`src/rtl/updown_ctrl.sv`:
```
// Wishbone/LA-controlled sequencer for an external up/down counter: bounded step runs,
// optional auto-reverse, load strobes and a completion interrupt. Holds no count state.
module updown_ctrl #(
  parameter int          WIDTH     = 32,
  parameter logic [31:0] ADDR_BASE = 32'h3000_0000
) (
  input  logic             wb_clk_i,
  input  logic             wb_rst_i,
  input  logic             wbs_cyc_i,
  input  logic             wbs_stb_i,
  input  logic             wbs_we_i,
  input  logic [3:0]       wbs_sel_i,
  input  logic [31:0]      wbs_adr_i,
  input  logic [31:0]      wbs_dat_i,
  output logic             wbs_ack_o,
  output logic [31:0]      wbs_dat_o,
  input  logic             la_ovr_i,
  input  logic [1:0]       la_cmd_i,
  input  logic [WIDTH-1:0] la_val_i,
  input  logic [WIDTH-1:0] cnt_val_i,
  output logic             cnt_en_o,
  output logic             cnt_dir_o,
  output logic             cnt_load_o,
  output logic [WIDTH-1:0] cnt_load_val_o,
  output logic             irq_o
);

  typedef enum logic {S_IDLE, S_RUN} state_t;

  state_t           state_q, state_d;
  logic             ack_q, ack_d;
  logic [31:0]      dat_q, dat_d;
  logic             dir_q, dir_d;
  logic             autorev_q, autorev_d;
  logic             irqen_q, irqen_d;
  logic             done_q, done_d;
  logic             irq_q, irq_d;
  logic             en_q, en_d;
  logic             load_q, load_d;
  logic [WIDTH-1:0] load_val_q, load_val_d;
  logic [31:0]      steps_q, steps_d;
  logic [31:0]      rem_q, rem_d;

  logic             hit, wr, wr_ctrl, wr_steps, wr_load, wr_status;
  logic             cmd_start, cmd_stop, cmd_load;
  logic [WIDTH-1:0] cmd_load_val;
  logic [31:0]      cnt_ext, rd_data;
  logic             unused_adr;

  assign unused_adr = ^wbs_adr_i[1:0];

  always_comb begin
    // ack_q masks the decode so a held strobe is acked only once
    hit       = wbs_cyc_i & wbs_stb_i & (wbs_adr_i[31:4] == ADDR_BASE[31:4]) & ~ack_q;
    wr        = hit & wbs_we_i;
    wr_ctrl   = wr & (wbs_adr_i[3:2] == 2'd0) & wbs_sel_i[0];
    wr_steps  = wr & (wbs_adr_i[3:2] == 2'd1);
    wr_load   = wr & (wbs_adr_i[3:2] == 2'd2);
    wr_status = wr & (wbs_adr_i[3:2] == 2'd3) & wbs_sel_i[0];

    cmd_start    = la_ovr_i ? (la_cmd_i == 2'b01) : (wr_ctrl & wbs_dat_i[0]);
    cmd_stop     = la_ovr_i ? (la_cmd_i == 2'b10) : (wr_ctrl & wbs_dat_i[2]);
    cmd_load     = la_ovr_i ? (la_cmd_i == 2'b11) : wr_load;
    cmd_load_val = la_ovr_i ? la_val_i : wbs_dat_i[WIDTH-1:0];

    cnt_ext = '0;
    cnt_ext[WIDTH-1:0] = cnt_val_i;
    rd_data = '0;
    case (wbs_adr_i[3:2])
      2'd0:    rd_data = {27'd0, irqen_q, autorev_q, 1'b0, dir_q, 1'b0};
      2'd1:    rd_data = (state_q == S_RUN) ? rem_q : steps_q;
      2'd2:    rd_data = cnt_ext;
      default: rd_data = {29'd0, la_ovr_i, done_q, (state_q == S_RUN)};
    endcase
  end

  always_comb begin
    state_d    = state_q;
    ack_d      = hit;
    dat_d      = (hit & ~wbs_we_i) ? rd_data : 32'd0;
    dir_d      = dir_q;
    autorev_d  = autorev_q;
    irqen_d    = irqen_q;
    done_d     = done_q;
    irq_d      = done_q & irqen_q;
    en_d       = 1'b0;
    load_d     = 1'b0;
    load_val_d = load_val_q;
    steps_d    = steps_q;
    rem_d      = rem_q;

    if (wr_ctrl && !la_ovr_i) begin
      dir_d     = wbs_dat_i[1];
      autorev_d = wbs_dat_i[3];
      irqen_d   = wbs_dat_i[4];
    end
    if (wr_steps && !la_ovr_i) begin
      for (int b = 0; b < 4; b++)
        if (wbs_sel_i[b]) steps_d[b*8 +: 8] = wbs_dat_i[b*8 +: 8];
    end
    // clear precedes the FSM so a same-cycle completion keeps DONE set
    if (wr_status && wbs_dat_i[1]) done_d = 1'b0;

    case (state_q)
      S_IDLE: begin
        if (cmd_stop) begin
          state_d = S_IDLE;
        end else if (cmd_start) begin
          if (steps_q != 32'd0) begin
            state_d = S_RUN;
            rem_d   = steps_q;
            en_d    = 1'b1;
          end else begin
            done_d = 1'b1;
          end
        end else if (cmd_load) begin
          load_d     = 1'b1;
          load_val_d = cmd_load_val;
        end
      end
      default: begin
        if (cmd_stop) begin
          state_d = S_IDLE;
        end else if (rem_q == 32'd1) begin
          if (autorev_q && steps_q != 32'd0) begin
            dir_d = ~dir_d;
            rem_d = steps_q;
            en_d  = 1'b1;
          end else begin
            state_d = S_IDLE;
            done_d  = 1'b1;
          end
        end else begin
          rem_d = rem_q - 32'd1;
          en_d  = 1'b1;
        end
      end
    endcase
  end

  always_ff @(posedge wb_clk_i or posedge wb_rst_i) begin
    if (wb_rst_i) begin
      state_q    <= S_IDLE;
      ack_q      <= 1'b0;
      dat_q      <= '0;
      dir_q      <= 1'b0;
      autorev_q  <= 1'b0;
      irqen_q    <= 1'b0;
      done_q     <= 1'b0;
      irq_q      <= 1'b0;
      en_q       <= 1'b0;
      load_q     <= 1'b0;
      load_val_q <= '0;
      steps_q    <= '0;
      rem_q      <= '0;
    end else begin
      state_q    <= state_d;
      ack_q      <= ack_d;
      dat_q      <= dat_d;
      dir_q      <= dir_d;
      autorev_q  <= autorev_d;
      irqen_q    <= irqen_d;
      done_q     <= done_d;
      irq_q      <= irq_d;
      en_q       <= en_d;
      load_q     <= load_d;
      load_val_q <= load_val_d;
      steps_q    <= steps_d;
      rem_q      <= rem_d;
    end
  end

  assign wbs_ack_o      = ack_q;
  assign wbs_dat_o      = dat_q;
  assign cnt_en_o       = en_q;
  assign cnt_dir_o      = dir_q;
  assign cnt_load_o     = load_q;
  assign cnt_load_val_o = load_val_q;
  assign irq_o          = irq_q;

endmodule
```
`config.mk`:
```
export PLATFORM = sky130hd
export DESIGN_NAME = updown_ctrl
export DESIGN_NICKNAME = d
export VERILOG_FILES = /design/src/rtl/updown_ctrl.sv
export SDC_FILE = /design/constraint.sdc
export NUM_CORES = 1
export LEC_CHECK = 0
export ABC_AREA = 1
export CORE_MARGIN = 3
export CORE_UTILIZATION = 40
export CTS_BUF_LIST = sky130_fd_sc_hd__clkbuf_8
export DETAILED_ROUTE_END_ITERATION = 7
export GPL_TIMING_DRIVEN = 0
export PLACE_DENSITY = 0.75
export SYNTH_ARGS = -nofsm -noshare
export SYNTH_HDL_FRONTEND = slang
export SYNTH_SLANG_ARGS = --single-unit
```
`constraint.sdc`:
```
create_clock -name wb_clk_i -period 12.8 [get_ports wb_clk_i]
set_input_delay 1.92 -clock wb_clk_i [delete_from_list [all_inputs] [get_ports wb_clk_i]]
set_output_delay 1.92 -clock wb_clk_i [all_outputs]
set_load 0.02 [all_outputs]
```
After elaboration in Yosys (flattened, before gate mapping)
Cells that the tools add are included.
{"block": "word_totals", "reg_bits": 136, "rom_bits": 0, "input_bits": 140, "ramBits": 0, "latch_bits": 0, "elab_cells": 98, "mem_count": 0}
{"block": "classes", "shift": 0, "n_reduce_logical": 15, "n_eq_ne": 9, "order_cmp": 0, "add_sub_neg": 1, "muxes": 38, "n_div": 0, "multipliers": 0, "bitwise_logic": 20}
{"operator": "2-to-1 mux 32 bit", "n": 10}
{"operator": "case mux 32 bit (3 select lines)", "n": 1}
{"operator": "equality test 32 x 1 -> 1 bit, second input constant", "n": 1}
{"operator": "nonzero test 32 bit", "n": 1}
{"operator": "subtractor 32 x 1 -> 32 bit, second input constant", "n": 1}
{"operator": "equality test 28 x 26 -> 1 bit, second input constant", "n": 1}
{"operator": "2-to-1 mux 1 bit", "n": 27}
{"operator": "bitwise AND 1 bit", "n": 14}
{"operator": "equality test 2 bit, second input constant", "n": 4}
{"operator": "AND reduction 2 bit", "n": 4}
{"operator": "AND reduction 4 bit", "n": 2}
{"operator": "NOT 1 bit", "n": 6}
{"operator": "equality test 2 x 1 -> 1 bit, second input constant", "n": 2}
{"operator": "logical AND 1 bit", "n": 4}
{"operator": "nonzero test 2 bit", "n": 2}
{"operator": "inequality test 3 x 2 -> 1 bit, second input constant", "n": 1}
{"operator": "zero test 2 bit", "n": 1}
{"operator": "zero test 1 bit", "n": 1}

Longest topological paths before layout
Gate-level depths: netlist of the first run.
{"block": "depth", "word_depth": 13, "mapped_depth": 15}

Worst setup path after synthesis of the first run
OpenSTA, ideal clock, no wires.
{"block": "synth_path", "path_kind": "input to register", "startpoint": "in wbs_adr_i[31]", "endpoint": "reg steps_q[25]", "arrival_ns": 3.124, "stages": 11, "setup_slack_ns": 9.559, "n_path_buf": 1, "required_ns": 12.683, "cell_sequence": "nor2_1 nand2_1 nor2_1 nand2_2 nor3_4 nand2_2 nor2_4 nand2_1 buf_4 nand2_1 o21ai_2"}
{"block": "synth_between", "elab_chain_cells": 7}
{"element": "start: declaration", "line_no": "13", "text": "input logic [31:0] wbs_adr_i,"}
{"element": "equality test 28 x 26 -> 1 bit", "line_no": "54", "text": "hit = wbs_cyc_i & wbs_stb_i & (wbs_adr_i[31:4] == ADDR_BASE[31:4]) & ~ack_q;"}
{"element": "bitwise AND 1 bit (2 in a row)", "line_no": "54"}
{"element": "bitwise AND 1 bit", "line_no": "55", "text": "wr = hit & wbs_we_i;"}
{"element": "bitwise AND 1 bit", "line_no": "57", "text": "wr_steps = wr & (wbs_adr_i[3:2] == 2'd1);"}
{"element": "logical AND 1 bit", "line_no": "97", "text": "if (wr_steps && !la_ovr_i) begin"}
{"element": "AND reduction 2 bit (no line)"}
{"element": "end signal: assignment", "line_no": "168", "text": "steps_q <= steps_d;"}
{"element": "end: declaration", "line_no": "41", "text": "logic [31:0] steps_q, steps_d;"}
Every way passes these cells.
A chain may end at the register's enable or synchronous reset.

Worst setup path after layout of the first run
{"block": "layout_path", "startpoint": "in wbs_adr_i[3]", "endpoint": "reg load_val_q[4], in the netlist cnt_load_val_o[4]"}
{"block": "layout_between", "elab_chain_cells": 7, "elab_cells_between_ends": 13, "cone_classes": "eq/ne (1); mux (3); bitwise (7); reduce/logical (2)"}
{"element": "zero test 2 bit", "line_no": "56", "text": "wr_ctrl = wr & (wbs_adr_i[3:2] == 2'd0) & wbs_sel_i[0];"}
{"element": "bitwise AND 1 bit (2 in a row)", "line_no": "56"}
{"element": "bitwise AND 1 bit, on equally long branches", "line_no": "61, 62"}
{"element": "2-to-1 mux 1 bit, on equally long branches", "line_no": "61, 62"}
{"element": "NOT 1 bit (no line)"}
{"element": "AND reduction 4 bit (no line) *"}
{"element": "end signal: assignment", "line_no": "167", "text": "load_val_q <= load_val_d;"}
{"element": "end: declaration", "line_no": "40", "text": "logic [WIDTH-1:0] load_val_q, load_val_d;"}
Mark *: on every way between the ends. The rest lies on a longest branch, timed or not.

==> results.ini, run 1 <==
[logic_synthesis]
synth_common_cells = nand2_1 (321), dfrtp_1 (136), nor2_1 (128)
yosysMostFrequentCell = nand2_1
syn_inst = 1060
synth_warnings = 0
synth_seq_cells = 136
synth_area_leaders = dfrtp_1 (44%), nand2_1 (16%), o21ai_0 (7.4%), nor2_1 (6.2%), inv_1 (4.7%)
post_synth_instance_area_um2 = 7740
synth_edf_count = 0
synth_top_cell_by_area = dfrtp_1
ys.flop_type = dfrtp_1
async_flop_share_pct = 100
yosysSeqAreaShare_pct = 44.0
synth.top_cell.area_share_pct = 44.0
syn_avg_cell_area_um2 = 7.30
synth.distinct_cells = 39
synth_nets = 1202

[floorplan]
die_x_um = 145
top_level_ports = 209
die_h_um = 145
start_util_pct = 41.1
rows = 50
core_area_um2 = 18800
die_area_um2 = 21000

[setup_path]
crit_type = primary input to register
reg2reg_from = cnt_en_o$_DFF_PP0_
worstPathArrival_ns = 3.96
slowest_delay_ns = 0.51
end_kind = register
crit_fanout = 10
crit_chain = clkdlybuf4s50_1 > inv_1 > nor2_1 > nand3_1 > nand2_1 > nand3_1 > buf_2 > clkbuf_1 > nand2_1 > o21ai_0
crit_start = wbs_adr_i[3]
cp.required_ns = 13.13
critPathLaunchType = primary input
cp_slowest_cell = clkdlybuf4s50_1

[detailed_routing]
ant_nets = 0
vias_per_cell = 4.99
drtPass1Iterations = 5
num_vias = 7777
drtIter0Drc = 591
detail_route.wl_per_cell_um = 16.0
drc = 0
totalWireLength_um = 25000

[place]
gp_congestion = 0.975
port_buffers = 205
hpwl_um = 19400

[timing]
maxSlewHeadroom_pct = 62.7
grt_setup_unrepaired = no
worstMarginPinSlew_ns = 0.560
finalClockSkew_ns = 0.0185
finalSetupViolCount = 0
setup_tns_ns = 0
maxClockFrequency_ghz = 0.276
fin_crit_sh_pct = 28.3
fin_hold_ws_ns = 0.491
min_period_ns = 3.63
slew_viol_final = 0
hold_viol = 0

[cells_and_area]
fillers = 1739
insertedDiodeCount = 0
nNetsFinal = 1427
syn_to_final_growth_pct = 36.5
drive_gt1_share_pct = 6.93

[cts]
clk_latency_ns = 0.48
post_cts_resized = 0
clkSinkCount = 136
postCtsHoldBufs = 0
cts_tree = built
path_clk_slew_ns = 0.09
htree_levels = 4
cts_buffers = 17
cts-root-buf = clkbuf_8
clk_path_buf_depth = 2
cts_setup_buffers = 0

[global_routing]
grt_pass1_wl_um = 40900
grt_pass1_vias = 7657
grtUsageTotal_pct = 23.9
overflow = 0
antenna_found_initial = 0
grt_max_degree = 81

[run_status]
status = complete, no violations

[worst_hold_path]
hp-start = cnt_load_val_o[14]$_DFFE_PP0P_
worstHoldPathType = register to register

[power]
power.density_nw_per_um2 = 110
p_leak_nw = 4.76
ir_drop_mv = 0.0663

[run]
maxCapViolations = 0

stage by stage:
step           cell area (um^2)  power (mW)  worst slack, ns  std cells  utilization [%]
2_1_floorplan              7740       0.663             7.24       1060                -
3_3_place_gp              10100       0.779             5.25       1525             53.7
3_5_place_dp              10100       0.787             8.64       1526             53.9
4_1_cts                   10600        1.16             9.15       1558             56.1
5_1_grt                   10600        1.22             8.88       1558             56.1
6_report                  10600        1.16             9.17       1558             56.1
critical path: cells and delay by family:
family | cells | cell delay (ns)
buffers and inverters | 4 | 1.10
AND/OR/NAND/NOR | 5 | 0.82
AO/OA/AOI/OAI | 1 | 0.10
sequential cells by signal (all words and copies together) (netlist names), 32 cells and up:
signal          count
cnt_load_val_o     32
rem_q              32
steps_q            32
wbs_dat_o          32
power breakdown:
part | switching (mW) | leakage, nW | internal, mW | total, mW
logic | 0.144 | 2.78 | 0.118 | 0.262
clock network | 0.209 | 0.208 | 0.166 | 0.376
registers | 0.0504 | 1.77 | 0.469 | 0.520
total | 0.404 | 4.76 | 0.753 | 1.16
final timing paths:
| kind | endpoint | cells after the start | slack, ns |
|---|---|---|---|
| min in group asynchronous | cnt_load_val_o[1]$_DFFE_PP0P_ | 2 | 1.86 |
| min reg2reg | cnt_load_val_o[14]$_DFFE_PP0P_ | 2 | 0.49 |
| max | cnt_load_val_o[4]$_DFFE_PP0P_ | 10 | 9.17 |
| min | cnt_load_val_o[14]$_DFFE_PP0P_ | 2 | 0.49 |
| max reg2reg | cnt_load_val_o[31]$_DFFE_PP0P_ | 5 | 10.62 |
| max in group asynchronous | wbs_dat_o[28]$_DFF_PP0_ | 3 | 10.15 |
cells in the final DEF (no fill, tap or decap), types with 2 or more instances in the layout:
cell type          n
ha_1               2
inv_8              6
clkbuf_8          17
buf_6              4
o21ai_0          114
o21ai_1           34
clkdlybuf4s50_1  205
clkbuf_1          27
nor2_1           128
a21oi_1           10
dfrtp_1          136
buf_8              2
nand2_2            7
a221oi_1           2
nor4_1             2
o21ai_2            8
buf_2             11
inv_1             95
clkinv_1           3
xor2_1            16
clkinv_4           2
a31oi_1            3
clkinv_8           2
nand4_1           13
xnor2_1            7
nand2_1          321
nand3b_1           3
nand3_1           57
inv_6              4
nor2_4             6
nand2_4            2
a22oi_1           27
nor2_2             7
routing by layer:
layer	global-route usage (%)	wire (um)	part of all wire (%)
met1	33.6	11300	45
met5	0	0	0
met2	37.5	11200	45
met3	5.40	2120	8.5
met4	6.36	343	1.4
final cells by class:
| type | instances | area (um^2) | share of cell area [%] |
|---|---|---|---|
| plain buffers | 46 | 259 | 2.45 |
| clock buffers | 17 | 234 | 2.22 |
| clock inverters | 15 | 181 | 1.72 |
| inverters | 100 | 380 | 3.60 |
| multi-input cells | 778 | 3700 | 35.0 |
| flip-flops and latches | 136 | 3400 | 32.2 |
| well taps | 260 | 325 | 3.08 |
| repair buffers | 206 | 2080 | 19.7 |
cell families after synthesis:
kind of cell / synth area share, %
AND/OR/NAND/NOR: 30.4
AO/OA/AOI/OAI: 14.4
buffers and inverters: 8.20
flip-flops: 44.0
XOR/XNOR: 2.60
adder cells (fa/ha/maj): 0.323
multiplexers: 0.129
Note: power is estimated with default switching activity, not from simulation.
==> inputs of run 2 (changes only) <==
Clock period 12.8 ns to 3.8 ns, I/O delays scaled along.
==> run 2 against run 1 <==
  * Combinational power increased to 3.4 times the previous value
  * Flip-flop and latch count unchanged
  * Non-clock buffer count increased by 3
  * Die area unchanged
  * Count of clock-buffer cells in the layout increased by 1
  * Critical path depth increased by 1
  * Sequential power increased to 3.4 times the previous value
  * Clock power increased to 3.4 times the previous value
  * First-iteration DRC count increased by 5.2%
  * Utilization increased by 0.26 points
  * Total power increased to 3.4 times the previous value
  * Global-route usage decreased by 0.23 points
  * Critical path type unchanged
  * Largest cell class unchanged
==> results.ini, run 2 (same netlist as run 1, synthesis figures left out) <==
[floorplan]
core_area_um2 = 18800  ; unchanged
rows = 50  ; unchanged
start_util_pct = 41.1  ; unchanged
die_x_um = 145  ; unchanged
die_h_um = 145  ; unchanged
top_level_ports = 209  ; unchanged
die_area_um2 = 21000  ; unchanged

[setup_path]
critPathLaunchType = primary input
cp.required_ns = 4.12  ; -9.01 ns
crit_type = primary input to register
worstPathArrival_ns = 2.70  ; -1.26 ns
reg2reg_from = cnt_en_o$_DFF_PP0_
cp_slowest_cell = clkdlybuf4s50_1
r2r_slack_ns = 1.61  ; -9.01 ns
reg2reg_to = cnt_load_val_o[5]$_DFFE_PP0P_
crit_top_cell = nand3_1
end_kind = register
slowest_delay_ns = 0.43  ; -0.08 ns
crit_family = simple AND/OR/NAND/NOR gates
crit_fanout = 10  ; unchanged
path_buf_inv = 3  ; -1
crit_chain = clkdlybuf4s50_1 > nor4_1 > nand3_1 > nor2_1 > nand3_1 > nand2_1 > nand3_1 > buf_2 > clkbuf_1 > nand2_1 > o21ai_0
ff2ff_path_depth = 6  ; +1

[cts]
post_cts_resized = 0  ; unchanged
cts_buffers = 17  ; unchanged
cts-root-buf = clkbuf_8
path_clk_slew_ns = 0.08  ; about the same
clk_path_buf_depth = 2  ; unchanged
cts_tree = built
cts_setup_buffers = 0  ; unchanged
clkSinkCount = 136  ; unchanged
htree_levels = 4  ; unchanged
clk_latency_ns = 0.46  ; -0.02 ns
postCtsHoldBufs = 0  ; unchanged

[timing]
fin_crit_sh_pct = 62.5
slew_viol_final = 0  ; unchanged
maxClockFrequency_ghz = 0.421
setup_tns_ns = 0  ; unchanged
hold_viol = 0  ; unchanged
worstMarginPinSlew_ns = 0.585  ; +0.0245 ns
maxSlewHeadroom_pct = 61.0  ; -1.6 points
finalSetupViolCount = 0  ; unchanged
min_period_ns = 2.38
grt_setup_unrepaired = no
finalClockSkew_ns = 0.0111  ; -0.00738 ns
layout_setup_ws_ns = 1.42  ; -7.75 ns

[place]
post-place-ws_ns = 0.913  ; -7.72 ns
port_buffers = 205  ; unchanged
hpwl_um = 19800  ; +1.9%
gp_congestion = 0.963  ; -1.2%

[power]
p_leak_nw = 4.77  ; +0.19%
p_int_mw = 2.60  ; +250%
p_sw_mw = 1.30  ; +220%
ir_drop_mv = 0.214  ; +220%
p_clk_share_pct = 32.4  ; about the same
p_comb_share_pct = 22.7  ; about the same
switching_share_pct = 33.3  ; -1.7 points
power.density_nw_per_um2 = 367  ; +240%
seq_power_share_pct = 44.9  ; about the same

[global_routing]
grt_max_degree = 35  ; -57%
grt_pass1_wl_um = 40300  ; -1.4%
antenna_found_initial = 0  ; unchanged
overflow = 0  ; unchanged
grt_pass1_vias = 7578  ; -1.0%
grtUsageTotal_pct = 23.7  ; -0.23 points

[detailed_routing]
ant_nets = 0  ; unchanged
drtPass1Iterations = 7  ; +2
drc = 0  ; unchanged
detail_route.wl_per_cell_um = 16.0  ; -0.41%
highest_layer = met4
m1WireLength_um = 11300  ; about the same
num_vias = 7782  ; +0.064%
drtIter0Drc = 622  ; +5.2%
vias_per_cell = 4.99  ; -0.13%
met3WireLength_um = 1990  ; -6.5%
totalWireLength_um = 24900  ; -0.22%
wl_met2_um = 11200  ; -0.21%

[cells_and_area]
syn_to_final_growth_pct = 37.1
drive_gt1_share_pct = 7.15  ; +0.21 points
final_cell_mix = nand2_1 (321), clkdlybuf4s50_1 (205), dfrtp_1 (136)
final_common_cell = nand2_1
fillers = 1792  ; +3.0%
insertedDiodeCount = 0  ; unchanged
nNetsFinal = 1430  ; +0.21%

[run_status]
status = complete, no violations

[worst_hold_path]
worstHoldPathType = primary input to asynchronous set/reset pin

[run]
maxCapViolations = 0  ; unchanged

-- run 2: per-layer routing --
metal	up-vias	track usage [%]
li1	3866	-
met1	3558	33.2
met2	327	36.9
met3	31	5.59
met4	0	6.74
met5	-	0
-- run 2: final cells by class --
class                      instances  area [um^2]  share of cell area (%)
clock buffer                      18          248                    2.33
clock inverter                    14          165                    1.56
tap                              260          325                    3.07
timing repair buffer             209         2130                    20.1
sequential                       136         3400                    32.1
inverter                         100          379                    3.57
multi-input combinational        778         3700                    34.9
buffer                            46          259                    2.44
-- run 2: per-stage QoR --
stage                     power [mW]  hold slack (ns)  cell area, um^2  util, %  cells
after floorplan                 2.23            0.454             7740        -   1060
final                           3.90            0.477            10600     56.4   1561
after CTS                       3.91            0.472            10600     56.4   1561
after global routing            4.11            0.488            10600     56.4   1561
after global placement          2.63            0.465            10100     53.7   1525
after detailed placement        2.65            0.473            10200     54.2   1529
-- run 2: worst max path at each step --
stage | from | endpoint | slack, ns | cells past startpoint
after global placement | wb_rst_i | wbs_dat_o[21]$_DFF_PP0_ | 0.27 | 2
after floorplan | wb_rst_i | autorev_q$_DFFE_PP0P_ | 1.54 | 1
final | wbs_adr_i[18] | cnt_load_val_o[5]$_DFFE_PP0P_ | 1.42 | 11
after CTS | wbs_adr_i[18] | cnt_load_val_o[5]$_DFFE_PP0P_ | 1.40 | 11
after global routing | wbs_adr_i[3] | cnt_load_val_o[5]$_DFFE_PP0P_ | 1.24 | 10
after detailed placement | wbs_adr_i[18] | cnt_load_val_o[5]$_DFFE_PP0P_ | 0.91 | 11
-- run 2: power groups by stage --
stage / registers, mW / clock network, mW / logic [mW]
global route: 1.77 / 1.35 / 0.991
floorplan: 1.79 / 0 / 0.439
finish: 1.75 / 1.26 / 0.885
CTS: 1.74 / 1.28 / 0.888
detailed placement: 1.77 / 0 / 0.883
global placement: 1.77 / 0 / 0.859
==> inputs of run 3 (changes only) <==
Settings changed: PLACE_DENSITY 0.75 to 0.78.
Clock period 3.8 ns to 2.04 ns, I/O delays scaled along.
==> run 3 against run 2 <==
  * Register-to-register slack worse by 1.5 ns
  * Setup slack worse by 1.3 ns
  * Global-route usage up 0.14 points
  * First-iteration DRC count increased by 18%
  * Sequential power increased by 89%
  * Final cell count up 1.2%
  * Utilization up 1.6 points
  * Die area is the same
  * Critical path depth up 1
  * Hold slack lost 0.21 ns
  * Non-clock buffer count grew 19
  * Critical path type is now register to register
  * Critical endpoint is now rem_q[18]$_DFFE_PP0P_
  * Largest power group unchanged
==> results.ini, run 3 (same netlist as run 1, synthesis figures left out) <==
[run_status]
status = complete, no violations

[setup_path]
critPathLaunchType = register
worstPathArrival_ns = 2.34  ; -0.36 ns
cp_slowest_cell = dfrtp_1
path_buf_inv = 2  ; -1
end_kind = register
crit_chain = nor2_2 > nand2_1 > nor2_4 > and2_4 > nand3_4 > nand2_4 > buf_12 > buf_8 > nand2_1 > o21ai_1 > nand3_1 > nand2_1
reg2reg_from = rem_q[14]$_DFFE_PP0P_
crit_fanout = 10  ; unchanged
cp.required_ns = 2.44  ; -1.68 ns
crit_type = register to register
crit_family = simple AND/OR/NAND/NOR gates
reg2reg_to = rem_q[18]$_DFFE_PP0P_
r2r_slack_ns = 0.1  ; -1.51 ns
ff2ff_path_depth = 12  ; +6
crit_top_cell = nand2_1
slowest_delay_ns = 0.46  ; +0.03 ns

[cells_and_area]
syn_to_final_growth_pct = 41.1
multi_input_area_um2 = 3820  ; +3.2%
regArea_um2 = 3420  ; +0.48%
drive_gt1_share_pct = 12.2  ; +5.0 points
final_common_cell = nand2_1
insertedDiodeCount = 0  ; unchanged
post-route-util_pct = 58.0  ; +1.6 points
fillers = 1749  ; -2.4%
nNetsFinal = 1449  ; +1.3%
final_cell_mix = nand2_1 (316), clkdlybuf4s50_1 (205), dfrtp_1 (123)

[global_routing]
grt_pass1_wl_um = 40300  ; about the same
grtUsageTotal_pct = 23.8  ; +0.14 points
overflow = 0  ; unchanged
grt_max_degree = 42  ; +20%
antenna_found_initial = 0  ; unchanged
grt_pass1_vias = 7586  ; +0.11%

[timing]
maxSlewHeadroom_pct = 56.7  ; -4.3 points
fin_hold_ws_ns = 0.271  ; -0.206 ns
maxClockFrequency_ghz = 0.515
worstMarginPinSlew_ns = 0.648  ; +0.0632 ns
finalSetupViolCount = 0  ; unchanged
fin_crit_sh_pct = 95.2
finalClockSkew_ns = 0.0123  ; +0.00115 ns
min_period_ns = 1.94
slew_viol_final = 0  ; unchanged
hold_viol = 0  ; unchanged
setup_tns_ns = 0  ; unchanged

[detailed_routing]
ant_nets = 0  ; unchanged
vias_per_cell = 5.06  ; +1.5%
num_vias = 7997  ; +2.8%
detail_route.wl_per_cell_um = 16.2  ; +1.3%
totalWireLength_um = 25500  ; +2.6%
drtIter0Drc = 734  ; +18%
highest_layer = met4
drtPass1Iterations = 6  ; -1
drc = 0  ; unchanged
met3WireLength_um = 2310  ; +17%
m1WireLength_um = 11000  ; -2.5%
wl_met2_um = 11800  ; +5.1%

[power]
ir_drop_mv = 0.469  ; +120%
power.total_mw = 7.43  ; +91%
switching_share_pct = 34.8  ; +1.6 points
p_leak_nw = 4.91  ; +3.0%
p_comb_share_pct = 24.2  ; +1.5 points
p_clk_share_pct = 31.5  ; -0.9 points
seq_power_share_pct = 44.3  ; -0.6 points
power.density_nw_per_um2 = 681  ; +85%
p_int_mw = 4.84  ; +86%
p_sw_mw = 2.59  ; +100%

[cts]
cts_tree = built
postCtsHoldBufs = 0  ; unchanged
path_clk_slew_ns = 0.10  ; +0.02 ns
clkSinkCount = 136  ; unchanged
clk_latency_ns = 0.47  ; about the same
clk_path_buf_depth = 2  ; unchanged
cts-root-buf = clkbuf_8
cts_buffers = 17  ; unchanged
htree_levels = 4  ; unchanged

[floorplan]
top_level_ports = 209  ; unchanged
die_area_um2 = 21000  ; unchanged
die_h_um = 145  ; unchanged
start_util_pct = 41.1  ; unchanged
die_x_um = 145  ; unchanged
rows = 50  ; unchanged
core_area_um2 = 18800  ; unchanged

[place]
gp_congestion = 0.957  ; -0.54%
hpwl_um = 19700  ; -0.31%
port_buffers = 205  ; unchanged

[worst_hold_path]
min_path_cells = 3
min_to = cnt_load_val_o[0]$_DFFE_PP0P_
worstHoldPathType = primary input to register
hp-start = la_ovr_i

[run]
maxCapViolations = 0  ; unchanged

==> run 3: power groups by stage <==
stage | combinational, mW | sequential (mW) | clock (mW)
finish | 1.80 | 3.30 | 2.34
global route | 1.99 | 3.33 | 2.52
CTS | 1.65 | 3.25 | 2.38
detailed placement | 1.64 | 3.30 | 0
global placement | 1.60 | 3.29 | 0
floorplan | 0.818 | 3.34 | 0
==> run 3: worst max-delay path by stage <==
stage / from / to / slack [ns] / depth (start not counted)
after floorplan: wb_rst_i / autorev_q$_DFFE_PP0P_ / 0.04 / 1
after global placement: wb_rst_i / wbs_dat_o[23]$_DFF_PP0_ / -1.21 / 2
after detailed placement: wbs_adr_i[18] / cnt_load_val_o[31]$_DFFE_PP0P_ / -0.53 / 10
after CTS: rem_q[0]$_DFFE_PP0P_ / rem_q[18]$_DFFE_PP0P_ / -0.03 / 11
after global routing: rem_q[0]$_DFFE_PP0P_ / rem_q[18]$_DFFE_PP0P_ / -0.06 / 11
final: rem_q[14]$_DFFE_PP0P_ / rem_q[18]$_DFFE_PP0P_ / 0.1 / 12
==> run 3: final cells by class <==
class	instances	area share, %
flip-flops and latches	136	31.3
inverters	100	3.48
plain buffers	46	2.64
clock buffers	17	2.14
well taps	260	2.98
clock inverters	15	1.60
repair buffers	228	20.8
multi-input cells	778	35.0
==> run 3: worst reg2reg max path, cell delays in order, from the launching register on <==
cell,delay (ns)
dfrtp_1,0.46
nor2_2,0.15
nand2_1,0.11
nor2_4,0.16
and2_4,0.18
nand3_4,0.09
nand2_4,0.10
buf_12,0.15
buf_8,0.15
nand2_1,0.06
o21ai_1,0.08
nand3_1,0.10
nand2_1,0.08
==> run 3: stage by stage <==
step	cells	cell area, um^2	setup WS [ns]
6_report	1580	10900	0.0985
5_1_grt	1580	10900	-0.0626
4_1_cts	1560	10600	-0.0269
3_5_place_dp	1528	10200	-0.530
3_3_place_gp	1525	10100	-1.21
2_1_floorplan	1060	7740	0.0409
==> run 3: what timing repair did <==
action / in CTS / in global routing
pin swaps: 0 / 16
resized for setup: 5 / 72
setup buffers: 0 / 20
setup endpoints to repair: 29 / 90
==> run 3: per-layer routing <==
layer,up-vias,GRT usage (%)
met5,-,0
met4,0,6.46
met3,37,6.25
met2,366,37.8
met1,3687,32.5
li1,3907,-
==> RTL change 1, RTL diff (settings of run 3) <==
Make the reset (`wb_rst_i`) synchronous in one clocked block.
--- a/src/rtl/updown_ctrl.sv
+++ b/src/rtl/updown_ctrl.sv
@@ -140,3 +140,3 @@
 
-  always_ff @(posedge wb_clk_i or posedge wb_rst_i) begin
+  always_ff @(posedge wb_clk_i) begin
     if (wb_rst_i) begin
Formal check against the unedited RTL: differs if wb_rst_i is asserted again (counterexample within 4 cycles, from zero or initial values and one cycle with wb_rst_i high); with wb_rst_i held inactive, the same outputs for 4 cycles.
==> RTL change 1 against run 3 <==
- via count grew 11%
- cell area shrank 2.4%
- synthesized area shrank 2.5%
- sequential cell count is the same
- critical path depth grew 2
- clock skew grew 2.8 ps
- utilization grew 0.35 points
- die area shrank 2.4%
- setup slack lost 49 ps
- routed wire length grew 14%
- worst hold slack gained 140 ps
Power is not compared: it rests on default switching activity, and its combinational part moved more than twofold at a synthesized area within 25%.
==> RTL change 1: results (changes against run 3) <==
================================================================================
Type of the worst setup path                                          reg -> reg
First-pass GRT wire length                                              43300 um   +7.4%
Share of async-settable or async-resettable flops after synthesis              0   -1.00
Setup slack on the worst flop-to-flop path                                 50 ps   -50 ps
Number of global-route vias before repair                                   8026   +5.8%
FF-to-FF path depth                                                           14   +2
Worst-margin pin slew                                                     724 ps   +76.6 ps
Area of all sequential standard cells                                 2740 sq um   -20%
Met1 Use GR                                                                0.363   +0.0371
Most numerous cell types in the synthesized netlist                 282 x sky130_fd_sc_hd__nand2_1, 182 x sky130_fd_sc_hd__nor2_1, 136 x sky130_fd_sc_hd__dfxtp_1
Wire length on met3                                                      2590 um   +12%
Total global routing track utilization                                     0.270   +0.0316
Placed instance area                                                  9880 sq um   -3.0%
Adder-cell share of the synthesized area                                 0.00332   +0.0000815
Area contributors post-synth                                        sky130_fd_sc_hd__dfxtp_1 36%, sky130_fd_sc_hd__nand2_1 14%, sky130_fd_sc_hd__nor2_1 9.1%
Fill count                                                                  1771   +1.3%
Cell Count, Final, Fillers Out                                              1655   +4.7%
Routability congestion estimate                                            0.995   +4.0%
Cell count after placement                                                  1608   +5.2%
Hold wc startpoint                                                  wbs_dat_i[11]
Post-Place Worst Slack                                                   -872 ps   -342 ps
Num sequential                                                               136   unchanged
Site Rows                                                                     49   -2.0%
Clock Skews                                                              15.1 ps   +2.77 ps
Detailed-router iteration count before antenna repair                          5   -1
Unique masters post-synth                                                     36   -7.7%
Largest net degree at the start of global routing                             17   -60%
Area grow syn2layout                                                       41.2%   about the same
HPWL after DPL                                                          22200 um   +13%
Multi-input logic portion of the cell area                                 0.402   +0.0525
DRC marker count from the first detailed-route iteration                     961   +31%
Clock tree cell share of total cell area                                  0.0373   -0.000142
Gate count of the mapped netlist                                            1175   +11%
Reg2Reg Launch Point                                                steps_q[13]$_SDFFE_PP0P_
Final setup margin                                                       49.7 ps   -48.7 ps
Count of port buffers added during placement                                 204   -0.49%
Area fraction in compound gates after synthesis                            0.185   +0.0416
Hold path endpoint                                                  steps_q[11]$_SDFFE_PP0P_
Worst hold slack                                                          414 ps   +143 ps
Wire length the detailed router placed on met1                          12200 um   +11%
Top fanout value on the critical path                                          5   -5
Number of multi-input logic gates                                            866   +11%
Post-Syn Nets                                                               1317   +9.6%
Number of ordinary and repair buffers in the finished layout                 281   +2.6%
Sequential area share after synthesis                                      0.361   -0.0791
Met2 usage                                                                 0.447   +0.0690
Total number of vias                                                        8848   +11%
Met3 Track Usage GR                                                       0.0582   -0.00422
Critical register-to-register path endpoint                         rem_q[16]$_SDFFE_PP0P_
Count of clock-net buffers in the final layout                                18   +1
Post-Synth XOR/XNOR Area                                                  0.0186   -0.00747
Final routed wirelength across all metal layers                         29000 um   +14%
Outcome                                                                completed
Non-Clock Buffer Area Fraction                                             0.237   +0.00233
================================================================================
-- RTL change 1: cell count changes after synthesis, moves of 17 or more --
cell / before / now
sky130_fd_sc_hd__nand2_1: 321 / 282
sky130_fd_sc_hd__nor2_1: 128 / 182
sky130_fd_sc_hd__a21oi_1: 10 / 79
sky130_fd_sc_hd__clkbuf_1: 27 / 44
sky130_fd_sc_hd__dfrtp_1: 136 / 0
sky130_fd_sc_hd__nand3_1: 57 / 31
sky130_fd_sc_hd__o21ai_1: 34 / 9
sky130_fd_sc_hd__nand4_1: 13 / 40
sky130_fd_sc_hd__dfxtp_1: 0 / 136
-- RTL change 1: critical path, cell delays in order (launching register included) --
cell and delay (ps):
sky130_fd_sc_hd__dfxtp_1 490, sky130_fd_sc_hd__nor2_1 70, sky130_fd_sc_hd__nand2_1 110, sky130_fd_sc_hd__nor2_4 50, sky130_fd_sc_hd__nand2_1 110, sky130_fd_sc_hd__nor2_2 60
sky130_fd_sc_hd__nand2_1 90, sky130_fd_sc_hd__inv_1 50, sky130_fd_sc_hd__nor2_1 120, sky130_fd_sc_hd__nand2_1 110, sky130_fd_sc_hd__nor2_4 140, sky130_fd_sc_hd__buf_4 140
sky130_fd_sc_hd__buf_4 160, sky130_fd_sc_hd__nand2_1 60, sky130_fd_sc_hd__a21oi_1 140
-- RTL change 1: what timing repair did --
action | 4_1_cts | 5_1_grt
pin swaps | 1 | 15
setup endpoints to repair | 83 | 97
gates cloned | 0 | 1
buffers inserted | 0 | 14
resized for setup | 10 | 88
-- RTL change 1: power groups by stage --
stage	Combinational, mW	Sequential, mW	Clock [mW]
final	0.752	2.71	2.30
after global routing	0.808	2.71	2.42
after CTS	0.735	2.71	2.30
after detailed placement	0.730	2.77	0
after global placement	0.725	2.77	0
after floorplan	0.246	2.81	0
==> RTL change 2, RTL diff (flow settings as in run 3) <==
Made on the original files. Change the parameter `WIDTH` from 32 to 28.
--- a/src/rtl/updown_ctrl.sv
+++ b/src/rtl/updown_ctrl.sv
@@ -3,3 +3,3 @@
 module updown_ctrl #(
-  parameter int          WIDTH     = 32,
+  parameter int          WIDTH     = 28,
   parameter logic [31:0] ADDR_BASE = 32'h3000_0000
Ports: changed (resized cnt_load_val_o, cnt_val_i and la_val_i); port bits go from 209 to 197. The function was not compared with the original's and may differ.
==> RTL change 2 against run 3 <==
- synthesized area decreased by 3.2%
- non-clock buffer count decreased by 25
- sequential power decreased by 3%
- critical path type is now reg -> out
- highest routed layer unchanged
- synthesized cell count decreased by 0.85%
- cell area decreased by 4.7%
- routed wire length decreased by 1.7%
- setup slack improved by 6.4 ps
- largest cell class unchanged
- first-iteration DRC count increased by 17%
- critical path depth decreased by 11
- clock skew decreased by 2.9 ps
- sequential cell count decreased by 4
- power decreased by 4.4%
- global-route usage increased by 0.88 points
==> RTL change 2: results (changes against run 3) <==
===========================================================================
Sequential area share after synthesis                                 0.441   +0.000963
Part of the total power dissipated in sequential elements             0.452   +0.009
Slowest cell on crit path                                      sky130_fd_sc_hd__clkdlybuf4s50_1
Detailed-router iteration count before antenna repair                     5   -1
Number of ordinary and repair buffers in the finished layout            249   -9.1%
Routability congestion estimate                                       0.981   +2.4%
DRC marker count from the first detailed-route iteration                858   +17%
Met1 Use GR                                                           0.332   +0.00610
Crit share post-route                                                 0.949   -0.00313
Post-Place Worst Slack                                              -586 ps   -56.5 ps
Worst Setup EP                                                     cnt_en_o
Outcome                                                           completed
Unique masters post-synth                                                38   -2.6%
Top fanout value on the critical path                                     6   -4
Combinational-cell power consumption                                1.62 mW   -10%
Non-CTS inverters                                                       101   +1.0%
Post-Syn Nets                                                          1185   -1.4%
First-pass GRT wire length                                         39200 um   -2.8%
Met3 Track Usage GR                                                  0.0777   +0.0152
Cell Count, Final, Fillers Out                                         1515   -4.1%
Worst path arrival time                                             1630 ps   -710 ps
Net Sw Power                                                        2.31 mW   -11%
Max VDD drop                                                     0.000406 V   -13%
Average cell area after synthesis                                7.13 sq um   -2.3%
Share of cells above drive strength 1                                 0.106   -0.0162
Number of nets in the final layout                                     1408   -2.8%
Via density per instance                                               5.19   +2.5%
Leakage                                                             4.69 nW   -4.4%
Number of global-route vias before repair                              7364   -2.9%
===========================================================================
[RTL change 2: cell types whose count changed in the layout (fill, tap and decap cells not counted), moves of 6 or more]
cell and delta:
sky130_fd_sc_hd__buf_4 -9, sky130_fd_sc_hd__a22oi_1 -6, sky130_fd_sc_hd__nor2_1 +17, sky130_fd_sc_hd__clkdlybuf4s50_1 -12, sky130_fd_sc_hd__inv_8 -6, sky130_fd_sc_hd__nand3_1 +9, sky130_fd_sc_hd__o21ai_2 -8, sky130_fd_sc_hd__nand2_2 +6
sky130_fd_sc_hd__o21ai_1 -9
[RTL change 2: cells by family after synthesis]
kind of cell	count (synthesis)
AND/OR/NAND/NOR	569
AO/OA/AOI/OAI	182
buffers and inverters	146
flip-flops	132
XOR/XNOR	17
multiplexers	3
adder cells (fa/ha/maj)	2
[RTL change 2: what timing repair did]
action | in CTS | in global routing
pin swaps | 1 | 1
buffers inserted | 2 | 7
setup endpoints to repair | 47 | 95
gates resized for setup | 4 | 68
hold buffers | 0 | 0
